[src/rtl/cpu_pkg.sv]
// Shared constants, opcode and FSM state encodings for the execute stage.
// The S_MUL state exists only when EXEC_MUL_EN is defined.
package cpu_pkg;

  localparam int CPU_DATA_W  = 16;
  localparam int CPU_ADDR_W  = 4;
  localparam int CPU_MUL_CYC = 16;

  typedef enum logic [3:0] {
    OP_ADD = 4'd0,
    OP_SUB = 4'd1,
    OP_AND = 4'd2,
    OP_OR  = 4'd3,
    OP_XOR = 4'd4,
    OP_SHL = 4'd5,
    OP_SHR = 4'd6,
    OP_LDI = 4'd7,
    OP_MUL = 4'd8,
    OP_NOP = 4'd9
  } op_e;

  typedef enum logic [1:0] {
    S_IDLE = 2'd0,
    S_EXEC = 2'd1,
`ifdef EXEC_MUL_EN
    S_MUL  = 2'd3,
`endif
    S_WB   = 2'd2
  } state_e;

endpackage

[src/rtl/seq_multiplier.sv]
// Shift-add multiplier, one partial product per cycle, low-half result.
// done_o/p_o are valid in the cycle of the final iteration.
module seq_multiplier #(
  parameter int W   = 16,
  parameter int CYC = 16
) (
  input  logic         clk,
  input  logic         reset,
  input  logic         start_i,
  input  logic [W-1:0] a_i,
  input  logic [W-1:0] b_i,
  output logic         done_o,
  output logic [W-1:0] p_o
);

  localparam int CW = $clog2(CYC + 1);

  logic [W-1:0]  a_q, b_q, acc_q, acc_d;
  logic [CW-1:0] cnt_q;
  logic          busy_q;

  assign acc_d  = acc_q + (b_q[0] ? a_q : '0);
  assign done_o = busy_q && (cnt_q == CW'(1));
  assign p_o    = acc_d;

  always_ff @(posedge clk or posedge reset) begin
    if (reset) begin
      a_q    <= '0;
      b_q    <= '0;
      acc_q  <= '0;
      cnt_q  <= '0;
      busy_q <= 1'b0;
    end else if (start_i) begin
      a_q    <= a_i;
      b_q    <= b_i;
      acc_q  <= '0;
      cnt_q  <= CW'(CYC);
      busy_q <= 1'b1;
    end else if (busy_q) begin
      a_q   <= a_q << 1;
      b_q   <= b_q >> 1;
      acc_q <= acc_d;
      cnt_q <= cnt_q - CW'(1);
      if (cnt_q == CW'(1)) busy_q <= 1'b0;
    end
  end

endmodule

[src/rtl/exec_writeback_stage.sv]
// Execute/write-back stage: 1-cycle ALU, registered RF write pulse, Z/N/C flags.
// Define EXEC_MUL_EN to build the iterative multiplier for opcode 8.
module exec_writeback_stage
  import cpu_pkg::*;
#(
  parameter int DATA_W  = CPU_DATA_W,
  parameter int ADDR_W  = CPU_ADDR_W,
  parameter int MUL_CYC = CPU_MUL_CYC
) (
  input  logic              clk,
  input  logic              reset,
  input  logic              instr_valid,
  output logic              instr_ready,
  input  logic [3:0]        opcode,
  input  logic [ADDR_W-1:0] rd,
  input  logic [ADDR_W-1:0] rs1,
  input  logic [ADDR_W-1:0] rs2,
  input  logic [7:0]        imm,
  output logic [ADDR_W-1:0] rf_read_reg1,
  output logic [ADDR_W-1:0] rf_read_reg2,
  input  logic [DATA_W-1:0] rf_read_data1,
  input  logic [DATA_W-1:0] rf_read_data2,
  output logic [ADDR_W-1:0] rf_write_reg,
  output logic [DATA_W-1:0] rf_write_data,
  output logic              rf_write_en,
  output logic              flag_z,
  output logic              flag_n,
  output logic              flag_c,
  output logic              illegal
);

  state_e state_q, state_d;

  logic [3:0]        op_q, op_d;
  logic [ADDR_W-1:0] rd_q, rd_d;
  logic [ADDR_W-1:0] rs1_q, rs1_d;
  logic [ADDR_W-1:0] rs2_q, rs2_d;
  logic [7:0]        imm_q, imm_d;
  logic              wen_q, wen_d;
  logic              ill_q, ill_d;
  logic [ADDR_W-1:0] wreg_q, wreg_d;
  logic [DATA_W-1:0] wdata_q, wdata_d;
  logic              z_q, z_d, n_q, n_d, c_q, c_d;

  logic [DATA_W-1:0] a, b, alu_res;
  logic [DATA_W:0]   sum, dif;
  logic              alu_c, alu_wr, is_ill;

  assign a   = rf_read_data1;
  assign b   = rf_read_data2;
  assign sum = {1'b0, a} + {1'b0, b};
  assign dif = {1'b0, a} - {1'b0, b};

`ifdef EXEC_MUL_EN
  logic              is_mul, mul_start, mul_done;
  logic [DATA_W-1:0] mul_p;

  seq_multiplier #(
    .W   (DATA_W),
    .CYC (MUL_CYC)
  ) u_mul (
    .clk     (clk),
    .reset   (reset),
    .start_i (mul_start),
    .a_i     (a),
    .b_i     (b),
    .done_o  (mul_done),
    .p_o     (mul_p)
  );
`else
  localparam int unused_mul_cyc = MUL_CYC;
`endif

  always_comb begin
    alu_res = '0;
    alu_c   = 1'b0;
    alu_wr  = 1'b1;
    is_ill  = 1'b0;
`ifdef EXEC_MUL_EN
    is_mul  = 1'b0;
`endif
    unique case (op_q)
      OP_ADD: begin
        alu_res = sum[DATA_W-1:0];
        alu_c   = sum[DATA_W];
      end
      OP_SUB: begin
        alu_res = dif[DATA_W-1:0];
        alu_c   = dif[DATA_W];
      end
      OP_AND: alu_res = a & b;
      OP_OR:  alu_res = a | b;
      OP_XOR: alu_res = a ^ b;
      OP_SHL: alu_res = a << b[3:0];
      OP_SHR: alu_res = a >> b[3:0];
      OP_LDI: alu_res = DATA_W'(imm_q);
      OP_MUL: begin
        alu_wr = 1'b0;
`ifdef EXEC_MUL_EN
        is_mul = 1'b1;
`else
        is_ill = 1'b1;
`endif
      end
      OP_NOP: alu_wr = 1'b0;
      default: begin
        alu_wr = 1'b0;
        is_ill = 1'b1;
      end
    endcase
  end

  always_comb begin
    state_d = state_q;
    op_d    = op_q;
    rd_d    = rd_q;
    rs1_d   = rs1_q;
    rs2_d   = rs2_q;
    imm_d   = imm_q;
    wen_d   = 1'b0;
    ill_d   = 1'b0;
    wreg_d  = wreg_q;
    wdata_d = wdata_q;
    z_d     = z_q;
    n_d     = n_q;
    c_d     = c_q;
`ifdef EXEC_MUL_EN
    mul_start = 1'b0;
`endif
    unique case (state_q)
      S_IDLE: begin
        if (instr_valid) begin
          op_d    = opcode;
          rd_d    = rd;
          rs1_d   = rs1;
          rs2_d   = rs2;
          imm_d   = imm;
          state_d = S_EXEC;
        end
      end
      S_EXEC: begin
        state_d = S_WB;
        ill_d   = is_ill;
        if (alu_wr) begin
          wen_d   = 1'b1;
          wreg_d  = rd_q;
          wdata_d = alu_res;
          z_d     = (alu_res == '0);
          n_d     = alu_res[DATA_W-1];
          c_d     = alu_c;
        end
`ifdef EXEC_MUL_EN
        if (is_mul) begin
          mul_start = 1'b1;
          state_d   = S_MUL;
        end
`endif
      end
`ifdef EXEC_MUL_EN
      S_MUL: begin
        if (mul_done) begin
          state_d = S_WB;
          wen_d   = 1'b1;
          wreg_d  = rd_q;
          wdata_d = mul_p;
          z_d     = (mul_p == '0);
          n_d     = mul_p[DATA_W-1];
          c_d     = 1'b0;
        end
      end
`endif
      S_WB:    state_d = S_IDLE;
      default: state_d = S_IDLE;
    endcase
  end

  always_ff @(posedge clk or posedge reset) begin
    if (reset) begin
      state_q <= S_IDLE;
      op_q    <= '0;
      rd_q    <= '0;
      rs1_q   <= '0;
      rs2_q   <= '0;
      imm_q   <= '0;
      wen_q   <= 1'b0;
      ill_q   <= 1'b0;
      wreg_q  <= '0;
      wdata_q <= '0;
      z_q     <= 1'b0;
      n_q     <= 1'b0;
      c_q     <= 1'b0;
    end else begin
      state_q <= state_d;
      op_q    <= op_d;
      rd_q    <= rd_d;
      rs1_q   <= rs1_d;
      rs2_q   <= rs2_d;
      imm_q   <= imm_d;
      wen_q   <= wen_d;
      ill_q   <= ill_d;
      wreg_q  <= wreg_d;
      wdata_q <= wdata_d;
      z_q     <= z_d;
      n_q     <= n_d;
      c_q     <= c_d;
    end
  end

  assign instr_ready   = (state_q == S_IDLE);
  assign rf_read_reg1  = rs1_q;
  assign rf_read_reg2  = rs2_q;
  assign rf_write_reg  = wreg_q;
  assign rf_write_data = wdata_q;
  assign rf_write_en   = wen_q;
  assign illegal       = ill_q;
  assign flag_z        = z_q;
  assign flag_n        = n_q;
  assign flag_c        = c_q;

endmodule

[config.mk]
export PLATFORM = sky130hd
export DESIGN_NAME = exec_writeback_stage
export DESIGN_NICKNAME = d
export VERILOG_FILES = /design/src/rtl/cpu_pkg.sv /design/src/rtl/seq_multiplier.sv /design/src/rtl/exec_writeback_stage.sv
export SDC_FILE = /design/constraint.sdc
export NUM_CORES = 1
export LEC_CHECK = 0
export ABC_AREA = 0
export BUFFER_PORTS_ARGS = -buffer_cell sky130_fd_sc_hd__buf_2
export CAP_MARGIN = 25
export CORE_AREA = 5 5 127 129
export DETAILED_ROUTE_END_ITERATION = 8
export DIE_AREA = 0 0 132 134
export GPL_ROUTABILITY_DRIVEN = 0
export PLACE_DENSITY_LB_ADDON = 0.12
export SYNTH_ARGS = -nofsm -noshare
export SYNTH_HDL_FRONTEND = slang
export SYNTH_SLANG_ARGS = --single-unit
[constraint.sdc]
create_clock -name clk -period 7.6 [get_ports clk]
set_clock_uncertainty 0.1 [all_clocks]
set_input_delay 1.14 -clock clk [delete_from_list [all_inputs] [get_ports clk]]
set_output_delay 1.14 -clock clk [all_outputs]
set_load 0.05 [all_outputs]
==> summary.txt, run 1 <==
Critical path
  • Depth of the worst register-to-register path: 9
  • Critical path start-end classification: in2reg
  • Launching point of the worst reg2reg path: op_q[0]
  • Crit end category: flop
  • Data required time at the worst endpoint: 7680 ps
  • Most frequent cell on the critical path: o21ai_0
  • Type of origin of the critical path: input pin
  • R2r setup slk: 3830 ps
  • Critical-path top delay cell: clkinv_1
  • Worst-path cell chain: buf_2 -> clkinv_1 -> ha_1 -> nand2b_1 -> a2111oi_0 -> o21ai_0 -> and4_1 -> o41ai_1 -> o21ai_0 -> o21ai_0 -> nand3_1 -> mux2_2
  • Max Fanout on Critical Path: 27
  • Delay of the slowest cell on the worst path: 660 ps
  • Data arrival time at the worst-slack endpoint: 5540 ps
  • Crit Reg-Reg Endpoint: flag_z

Logic synthesis
  • Post-synthesis sequential area ratio: 21.6%
  • Synth warn: 0
  • Number of enable flip-flop cells after synthesis: 0
  • Fraction of registers with async set/reset: 100%
  • Yosys cell types: 76
  • Average footprint of a synthesized cell: 8.48 µm²
  • Total of flip-flops plus latches after synthesis: 50
  • Most common flop cell mapped by yosys: dfrtp_1
  • Cells after synthesis: 684
  • Number of nets produced by synthesis: 797
  • Synthesized area: 5800 µm²

Clock network
  • Count of instances resized after the clock tree is built: 0
  • Clock buffer depth: 2
  • Number of clock sinks: 50
  • H-tree lvl count: 2
  • TritonCTS buffer count: 5
  • CTS Hold Bufs: 0
  • Post-CTS clock slew at the launch and capture registers of the worst setup and hold paths: 70 ps
  • Post-CTS Setup Inserts: 0
  • Buffer cell driving the clock tree root: clkbuf_16
  • TritonCTS clock tree: yes
  • Worst-skew pair later-pin latency: 290 ps

Finish
  • Leading cell type in the layout, fill and taps excluded: buf_2
  • Share of cells above drive strength 1: 24.8%
  • Max FFs per register: 16
  • Area added between synthesis and finish: 12.0%
  • Count of nets after finishing: 854
  • Final Cell Area: 6500 µm²
  • Highest-count cells in the layout ignoring fill and taps: 92 x buf_2, 70 x nor2_1, 52 x ha_1
  • Final antenna diode count: 0

Timing
  • Least-Margin Pin Slew: 966 ps
  • Max-slew violation count: 0
  • Unrepaired setup endpoints after global routing: no
  • Number of hold violations in the final report: 0
  • Crit share post-route: 71.9%
  • Worst slew margin relative to its limit: 35.6%
  • Tmin final: 5460 ps
  • Hold_ws: 405 ps
  • Total negative setup slack: 0 ps
  • F_max: 183 MHz
  • Total setup violations reported at the end of the flow: 0

Drt
  • Post-detailed-route DRC marker count: 0
  • Number of nets still failing antenna checks after routing: 0
  • Detailed-router iteration count before antenna repair: 5
  • Routed wire per std cell: 21.1 µm
  • Number of DRC violations after detailed-routing iteration 0: 606
  • Wire length after detailed routing: 19600 µm
  • Via count: 5719
  • Avg Vias per Cell: 6.15

Die
  • Number of top-level pins: 93
  • Die height: 134 µm
  • Die Outline Area: 17700 µm²
  • Initial cell density of the core: 38.9%
  • Die outline width: 132 µm
  • Standard-cell rows: 45
  • Core region area: 14900 µm²

GRT
  • Antenna violations before repair: 0
  • Via count of the first global-routing pass: 5498
  • Overall fraction of global-route tracks in use: 21.3%
  • Global-route wire length before repair: 30700 µm
  • Maximum number of pins on one net before global-route repair: 51
  • Total gr overflow: 0

Power and ir drop
  • Power density over the cells: 237 nW/µm²
  • VDD IR max: 0.152 mV
  • Pleak: 0.00286 µW

Placed design
  • Cell area after placement: 6310 µm²
  • Port-buffer cells: 92
  • HPWL after DPL: 15300 µm

Hold path
  • Hold Path End: rf_write_reg[0]
  • Hold-critical path depth: 1
  • Type of the worst min-delay path: reg2reg
  • Startpoint of the tightest hold check path: rd_q[0]

Run status
  • Status: completed

Run
  • Number of maximum-capacitance violations: 0
## report_power, final
part | internal [µW] | switching [µW]
Sequential | 356 | 85.1
Clock | 123 | 98.2
Combinational | 284 | 591
## cells in the mapped netlist, types with 6 or more instances
cell | number | share of area, %
a2111oi_0 | 6 | 0.91
a21oi_1 | 43 | 3.7
a221oi_1 | 10 | 1.5
a22oi_1 | 10 | 1.3
and2_1 | 6 | 0.65
buf_2 | 8 | 0.69
clkbuf_1 | 32 | 2.1
dfrtp_1 | 50 | 22
ha_1 | 52 | 11
inv_1 | 52 | 3.4
mux2_2 | 41 | 8.0
mux2i_1 | 19 | 3.3
mux4_2 | 16 | 6.2
nand2_1 | 43 | 2.8
nand2b_1 | 10 | 1.1
nand3_1 | 16 | 1.4
nor2_1 | 71 | 4.6
nor2b_1 | 7 | 0.76
nor3_1 | 13 | 1.1
o211ai_1 | 7 | 0.91
o21ai_0 | 30 | 2.6
o22ai_1 | 7 | 0.76
## worst max-delay path: cells and delay by family
kind                       cells  cell delay, ps
muxes                          1             290
buffers and inverters          2            1130
adders and majority gates      1             560
AOI/OAI and AO/OA              5            1810
and+or+nand+nor                3             600
## cell families (layout without fill, tap and decap cells)
| family | after synthesis | in the layout | share of synthesized area [%] |
|---|---|---|---|
| compound gates | 188 | 188 | 22.8 |
| fa+ha+maj | 54 | 54 | 11.9 |
| simple gates | 205 | 205 | 17.6 |
| flops | 50 | 50 | 21.6 |
| buf+inv | 104 | 162 | 7.49 |
| mux | 78 | 78 | 17.9 |
| xor+xnor | 5 | 5 | 0.755 |
## stage by stage
stage	std cells	power [µW]	setup slack (ps)	utilization [%]
after floorplan	684	1080	3070	-
after global placement	920	1300	2040	42.3
after detailed placement	920	1310	1960	42.3
after CTS	928	1540	2240	43.3
after global routing	930	1620	1770	43.5
final	930	1540	2140	43.5
## how the worst max path moves through the flow
stage | end | cells past startpoint | start | slack [ps]
final | rf_write_data[14] | 12 | rf_read_data2[2] | 2140
after CTS | rf_write_data[14] | 12 | rf_read_data2[2] | 2240
after detailed placement | rf_write_data[14] | 12 | rf_read_data2[2] | 1960
after global placement | rf_write_data[14] | 12 | rf_read_data2[2] | 2040
after floorplan | rf_write_data[14] | 13 | rf_read_data2[1] | 3070
after global routing | rf_write_data[14] | 12 | rf_read_data2[2] | 1770
## layout make-up
| cell class | count | area (µm²) |
|---|---|---|
| fillers | 1485 | 8420 |
| repair buffers | 99 | 533 |
| well taps | 188 | 235 |
| multi-input cells | 530 | 4120 |
| clock inverters | 3 | 23.8 |
| clock buffers | 5 | 125 |
| flip-flops and latches | 50 | 1250 |
| inverters | 55 | 206 |
## routing by layer
layer	track usage, %	part of all wire, %	vias up
met4	8.06	3.8	0
met2	34.3	47	294
met1	28.5	43	2746
li1	-	-	2634
met5	0	0	-
met3	3.86	6.7	45
Note: power is estimated with default switching activity, not from simulation.
==> run 2: changes to the inputs <==
==> constraint.sdc (replaced) <==
create_clock -name clk -period 5.3 [get_ports clk]
set_clock_uncertainty 0.1 [all_clocks]
set_input_delay 0.795 -clock clk [delete_from_list [all_inputs] [get_ports clk]]
set_output_delay 0.795 -clock clk [all_outputs]
set_load 0.05 [all_outputs]
==> summary.txt, run 2 (synthesis results as in run 1) <==
Run status
  • Status: completed

Die
  • Standard-cell rows: 45 (unchanged)
  • Initial cell density of the core: 38.9% (unchanged)
  • Die Outline Area: 17700 µm² (unchanged)
  • Core region area: 14900 µm² (unchanged)
  • Number of top-level pins: 93 (unchanged)
  • Die outline width: 132 µm (unchanged)
  • Die height: 134 µm (unchanged)

Critical path
  • Data required time at the worst endpoint: 5380 ps (-2300 ps)
  • Critical path start-end classification: in2reg
  • Max Fanout on Critical Path: 6 (-78%)
  • Depth of the worst register-to-register path: 9 (unchanged)
  • Type of origin of the critical path: input pin
  • Data arrival time at the worst-slack endpoint: 4150 ps (-1390 ps)
  • Crit end category: flop

Clock network
  • H-tree lvl count: 2 (unchanged)
  • TritonCTS buffer count: 5 (unchanged)
  • CTS Hold Bufs: 0 (unchanged)
  • Post-CTS clock slew at the launch and capture registers of the worst setup and hold paths: 80 ps (about the same)
  • Clock buffer depth: 2 (unchanged)
  • Count of instances resized after the clock tree is built: 0 (unchanged)
  • Buffer cell driving the clock tree root: clkbuf_16
  • Post-CTS Setup Inserts: 0 (unchanged)
  • Worst-skew pair later-pin latency: 300 ps (about the same)
  • TritonCTS clock tree: yes
  • Number of clock sinks: 50 (unchanged)

GRT
  • Antenna violations before repair: 0 (unchanged)
  • Global-route wire length before repair: 31300 µm (+1.9%)
  • Overall fraction of global-route tracks in use: 21.7% (+0.43 points)
  • Maximum number of pins on one net before global-route repair: 51 (unchanged)
  • Via count of the first global-routing pass: 5676 (+3.2%)
  • Total gr overflow: 0 (unchanged)

Drt
  • Number of nets still failing antenna checks after routing: 0 (unchanged)
  • Post-detailed-route DRC marker count: 0 (unchanged)
  • Detailed-router iteration count before antenna repair: 5 (unchanged)
  • Routed wire per std cell: 21.3 µm (+1.2%)
  • Wire length after detailed routing: 20000 µm (+2.0%)
  • Via count: 5721 (+0.035%)
  • Avg Vias per Cell: 6.11 (-0.71%)
  • Number of DRC violations after detailed-routing iteration 0: 536 (-12%)

Timing
  • Total negative setup slack: 0 ps (unchanged)
  • Worst slew margin relative to its limit: 37.8% (+2.2 points)
  • F_max: 245 MHz
  • Number of hold violations in the final report: 0 (unchanged)
  • Max-slew violation count: 0 (unchanged)
  • Tmin final: 4080 ps
  • Least-Margin Pin Slew: 933 ps (-33.3 ps)
  • Crit share post-route: 76.9%
  • Total setup violations reported at the end of the flow: 0 (unchanged)
  • Unrepaired setup endpoints after global routing: no

Power and ir drop
  • Pleak: 0.00290 µW (+1.5%)
  • VDD IR max: 0.267 mV (+76%)
  • Power density over the cells: 340 nW/µm² (+44%)

Placed design
  • HPWL after DPL: 15600 µm (+2.2%)
  • Port-buffer cells: 92 (unchanged)
  • Cell area after placement: 6370 µm² (+0.83%)
  • Placed insts: 927 (+0.76%)

Finish
  • Filler-free cell count of the finished design: 937 (+0.75%)
  • Area added between synthesis and finish: 13.0%
  • Final antenna diode count: 0 (unchanged)
  • Area taken by multi-input logic gates: 4120 µm² (unchanged)
  • Filler cells: 1526 (+2.8%)
  • Max FFs per register: 16 (unchanged)
  • Final core area utilization: 43.9% (+0.39 points)
  • Final Cell Area: 6560 µm² (+0.89%)
  • Count of nets after finishing: 861 (+0.82%)
  • Highest-count cells in the layout ignoring fill and taps: 92 x buf_2, 70 x nor2_1, 52 x ha_1
  • Leading cell type in the layout, fill and taps excluded: buf_2
  • Share of cells above drive strength 1: 25.5% (+0.70 points)
  • Sequential cell area: 1250 µm² (unchanged)

Hold path
  • Type of the worst min-delay path: in2async

Run
  • Number of maximum-capacitance violations: 0 (unchanged)
[run 2: changes by cell type in the layout (fill, tap and decap cells not counted)]
cell,before,now
inv_6,1,0
clkinvlp_4,2,0
buf_4,5,12
clkinv_4,0,2
inv_8,0,1
[run 2: report_power, final]
part	internal (µW)	switching, µW
clock	180	154
sequential	510	121
combinational	411	856
[run 2: layout make-up]
class / count / area share [%]
Clock inverter: 3 / 0.439
Tap cell: 188 / 3.59
Sequential cell: 50 / 19.1
Clock buffer: 5 / 1.91
Multi-Input combinational cell: 530 / 62.9
Inverter: 55 / 3.15
Timing Repair Buffer: 106 / 8.93
[run 2: critical path, cell delays in order]
cell       delay [ps]
buf_2             140
inv_1              70
ha_1              210
inv_1              70
fa_1              220
nand2b_1          100
a2111oi_0         710
o21ai_0           310
and4_1            290
o41ai_1           530
o21ai_0           130
o21ai_0           170
nand3_1           130
mux2_2            280
[run 2: routing by layer]
metal / up-vias / part of all wire, % / global-route usage, %
met5: - / 0 / 0
met3: 48 / 6.5 / 3.41
met4: 0 / 4.0 / 9.03
met1: 2744 / 43 / 29.2
li1: 2655 / - / -
met2: 274 / 47 / 34.8
[run 2: worst paths after layout]
check | from | endpoint | slack [ps]
worst max-delay path | rf_read_data1[0] | rf_write_data[14] | 1220
min in group clk | imm_q[6] | imm_q[6] | 400
worst min-delay path | reset | rf_read_reg1[1] | 290
worst min register to register | imm_q[6] | imm_q[6] | 400
max in group asynchronous | reset | rf_write_data[12] | 4340
worst max register to register | op_q[0] | flag_z | 1530
[run 2: through the flow]
stage	setup WS (ps)	power (µW)	hold slack (ps)
2_1_floorplan	1120	1540	372
6_report	1220	2230	290
3_5_place_dp	1020	1890	391
4_1_cts	1300	2240	407
5_1_grt	914	2360	297
3_3_place_gp	1020	1880	384
==> run 3: changes to the inputs <==
==> constraint.sdc (replaced) <==
create_clock -name clk -period 4.1 [get_ports clk]
set_clock_uncertainty 0.1 [all_clocks]
set_input_delay 0.615 -clock clk [delete_from_list [all_inputs] [get_ports clk]]
set_output_delay 0.615 -clock clk [all_outputs]
set_load 0.05 [all_outputs]
==> summary.txt, run 3 (synthesis results as in run 1) <==
Timing
  • Tmin final: 3620 ps
  • Worst slew margin relative to its limit: 39.4% (+1.6 points)
  • Least-Margin Pin Slew: 901 ps (-31.5 ps)
  • Max-slew violation count: 0 (unchanged)
  • Total setup violations reported at the end of the flow: 0 (unchanged)
  • Total negative setup slack: 0 ps (unchanged)
  • Number of hold violations in the final report: 0 (unchanged)
  • Post-route setup slack: 477 ps (-746 ps)
  • Unrepaired setup endpoints after global routing: no
  • F_max: 276 MHz
  • Crit share post-route: 88.4%

Placed design
  • Cell area after placement: 6480 µm² (+1.7%)
  • Placed insts: 940 (+1.4%)
  • HPWL after DPL: 15800 µm (+1.1%)
  • Worst Setup Slack post-DPL: 264 ps (-752 ps)
  • Port-buffer cells: 92 (unchanged)

Power and ir drop
  • VDD IR max: 0.285 mV (+6.5%)
  • Power density over the cells: 434 nW/µm² (+28%)
  • Pleak: 0.00298 µW (+2.8%)

Die
  • Die Outline Area: 17700 µm² (unchanged)
  • Initial cell density of the core: 38.9% (unchanged)
  • Die height: 134 µm (unchanged)
  • Standard-cell rows: 45 (unchanged)
  • Number of top-level pins: 93 (unchanged)
  • Core region area: 14900 µm² (unchanged)
  • Die outline width: 132 µm (unchanged)

Drt
  • Wire length after detailed routing: 20000 µm (about the same)
  • Avg Vias per Cell: 6.11 (+0.13%)
  • Detailed-router iteration count before antenna repair: 5 (unchanged)
  • Post-detailed-route DRC marker count: 0 (unchanged)
  • Number of DRC violations after detailed-routing iteration 0: 605 (+13%)
  • Via count: 5820 (+1.7%)
  • Number of nets still failing antenna checks after routing: 0 (unchanged)
  • Routed wire per std cell: 21.0 µm (-1.5%)

Critical path
  • Data required time at the worst endpoint: 4170 ps (-1210 ps)
  • Type of origin of the critical path: input pin
  • Crit Reg-Reg Endpoint: flag_z
  • Launching point of the worst reg2reg path: op_q[2]
  • Data arrival time at the worst-slack endpoint: 3690 ps (-460 ps)
  • Max Fanout on Critical Path: 7 (+1)
  • R2r setup slk: 690 ps (-840 ps)
  • Critical-path top delay cell: a2111oi_0
  • Depth of the worst register-to-register path: 9 (unchanged)
  • Worst-path cell chain: buf_2 -> clkinv_1 -> ha_1 -> nand2b_1 -> a2111oi_0 -> buf_4 -> o21ai_0 -> and4_1 -> o41ai_1 -> o21ai_0 -> o21ai_0 -> nand3_1 -> mux2_2
  • Crit end category: flop
  • Delay of the slowest cell on the worst path: 480 ps (-230 ps)
  • Critical path start-end classification: in2reg
  • Most frequent cell on the critical path: o21ai_0

Hold path
  • Type of the worst min-delay path: in2async

Finish
  • Leading cell type in the layout, fill and taps excluded: buf_2
  • Final antenna diode count: 0 (unchanged)
  • Count of nets after finishing: 876 (+1.7%)
  • Highest-count cells in the layout ignoring fill and taps: 92 x buf_2, 70 x nor2_1, 52 x ha_1
  • Final Cell Area: 6700 µm² (+2.2%)
  • Filler-free cell count of the finished design: 952 (+1.6%)
  • Share of cells above drive strength 1: 27.0% (+1.5 points)
  • Max FFs per register: 16 (unchanged)
  • Area added between synthesis and finish: 15.5%

GRT
  • Total gr overflow: 0 (unchanged)
  • Overall fraction of global-route tracks in use: 21.4% (-0.35 points)
  • Via count of the first global-routing pass: 5492 (-3.2%)
  • Antenna violations before repair: 0 (unchanged)
  • Maximum number of pins on one net before global-route repair: 51 (unchanged)
  • Global-route wire length before repair: 30900 µm (-1.2%)

Clock network
  • H-tree lvl count: 2 (unchanged)
  • Post-CTS Setup Inserts: 0 (unchanged)
  • Count of instances resized after the clock tree is built: 0 (unchanged)
  • Worst-skew pair later-pin latency: 290 ps (about the same)
  • Buffer cell driving the clock tree root: clkbuf_16
  • Post-CTS clock slew at the launch and capture registers of the worst setup and hold paths: 80 ps (about the same)
  • Number of clock sinks: 50 (unchanged)
  • TritonCTS clock tree: yes
  • TritonCTS buffer count: 5 (unchanged)
  • CTS Hold Bufs: 0 (unchanged)
  • Clock buffer depth: 2 (unchanged)

Run
  • Number of maximum-capacitance violations: 0 (unchanged)

Run status
  • Status: completed
==> run 3: report_power, final <==
group	internal [µW]	switching, µW
Combinational	558	1120
Sequential	660	150
Clock	233	191
==> run 3: cell type report <==
class | count | area, µm²
timing repair buffer | 121 | 728
clock buffer | 5 | 125
fill | 1488 | 8220
multi-input combinational | 530 | 4120
inverter | 55 | 206
sequential | 50 | 1250
tap | 188 | 235
clock inverter | 3 | 28.8
==> run 3: critical path, delay by kind of cell <==
family / cells / cell delay (ps)
compound gates: 5 / 1310
mux: 1 / 290
buf+inv: 3 / 520
fa+ha+maj: 1 / 360
simple gates: 3 / 590
==> run 3: how the worst max path moves through the flow <==
stage                          start                 to  slack, ps  cells past startpoint
global route        rf_read_data2[2]  rf_write_data[14]        260                     13
floorplan           rf_read_data2[1]  rf_write_data[14]        100                     13
finish              rf_read_data2[2]  rf_write_data[14]        480                     13
detailed placement  rf_read_data2[2]  rf_write_data[14]        260                     13
global placement    rf_read_data2[2]  rf_write_data[14]        230                     13
CTS                 rf_read_data2[2]  rf_write_data[14]        540                     13
==> run 3: metal layers <==
layer	GRT usage [%]	vias to the layer above	part of all wire, %
li1	-	2675	-
met3	2.29	40	7.1
met5	0	-	0
met1	29.6	2800	43
met2	35.3	305	47
met4	6.23	0	3.4
==> run 3: per-stage QoR <==
| stage | hold WS [ps] | power [µW] | utilization (%) |
|---|---|---|---|
| after global placement | 374 | 2450 | 43.4 |
| after CTS | 403 | 2910 | 44.4 |
| after global routing | 267 | 3070 | 44.9 |
| final | 228 | 2910 | 44.9 |
| after detailed placement | 387 | 2470 | 43.4 |
| after floorplan | 372 | 2000 | - |
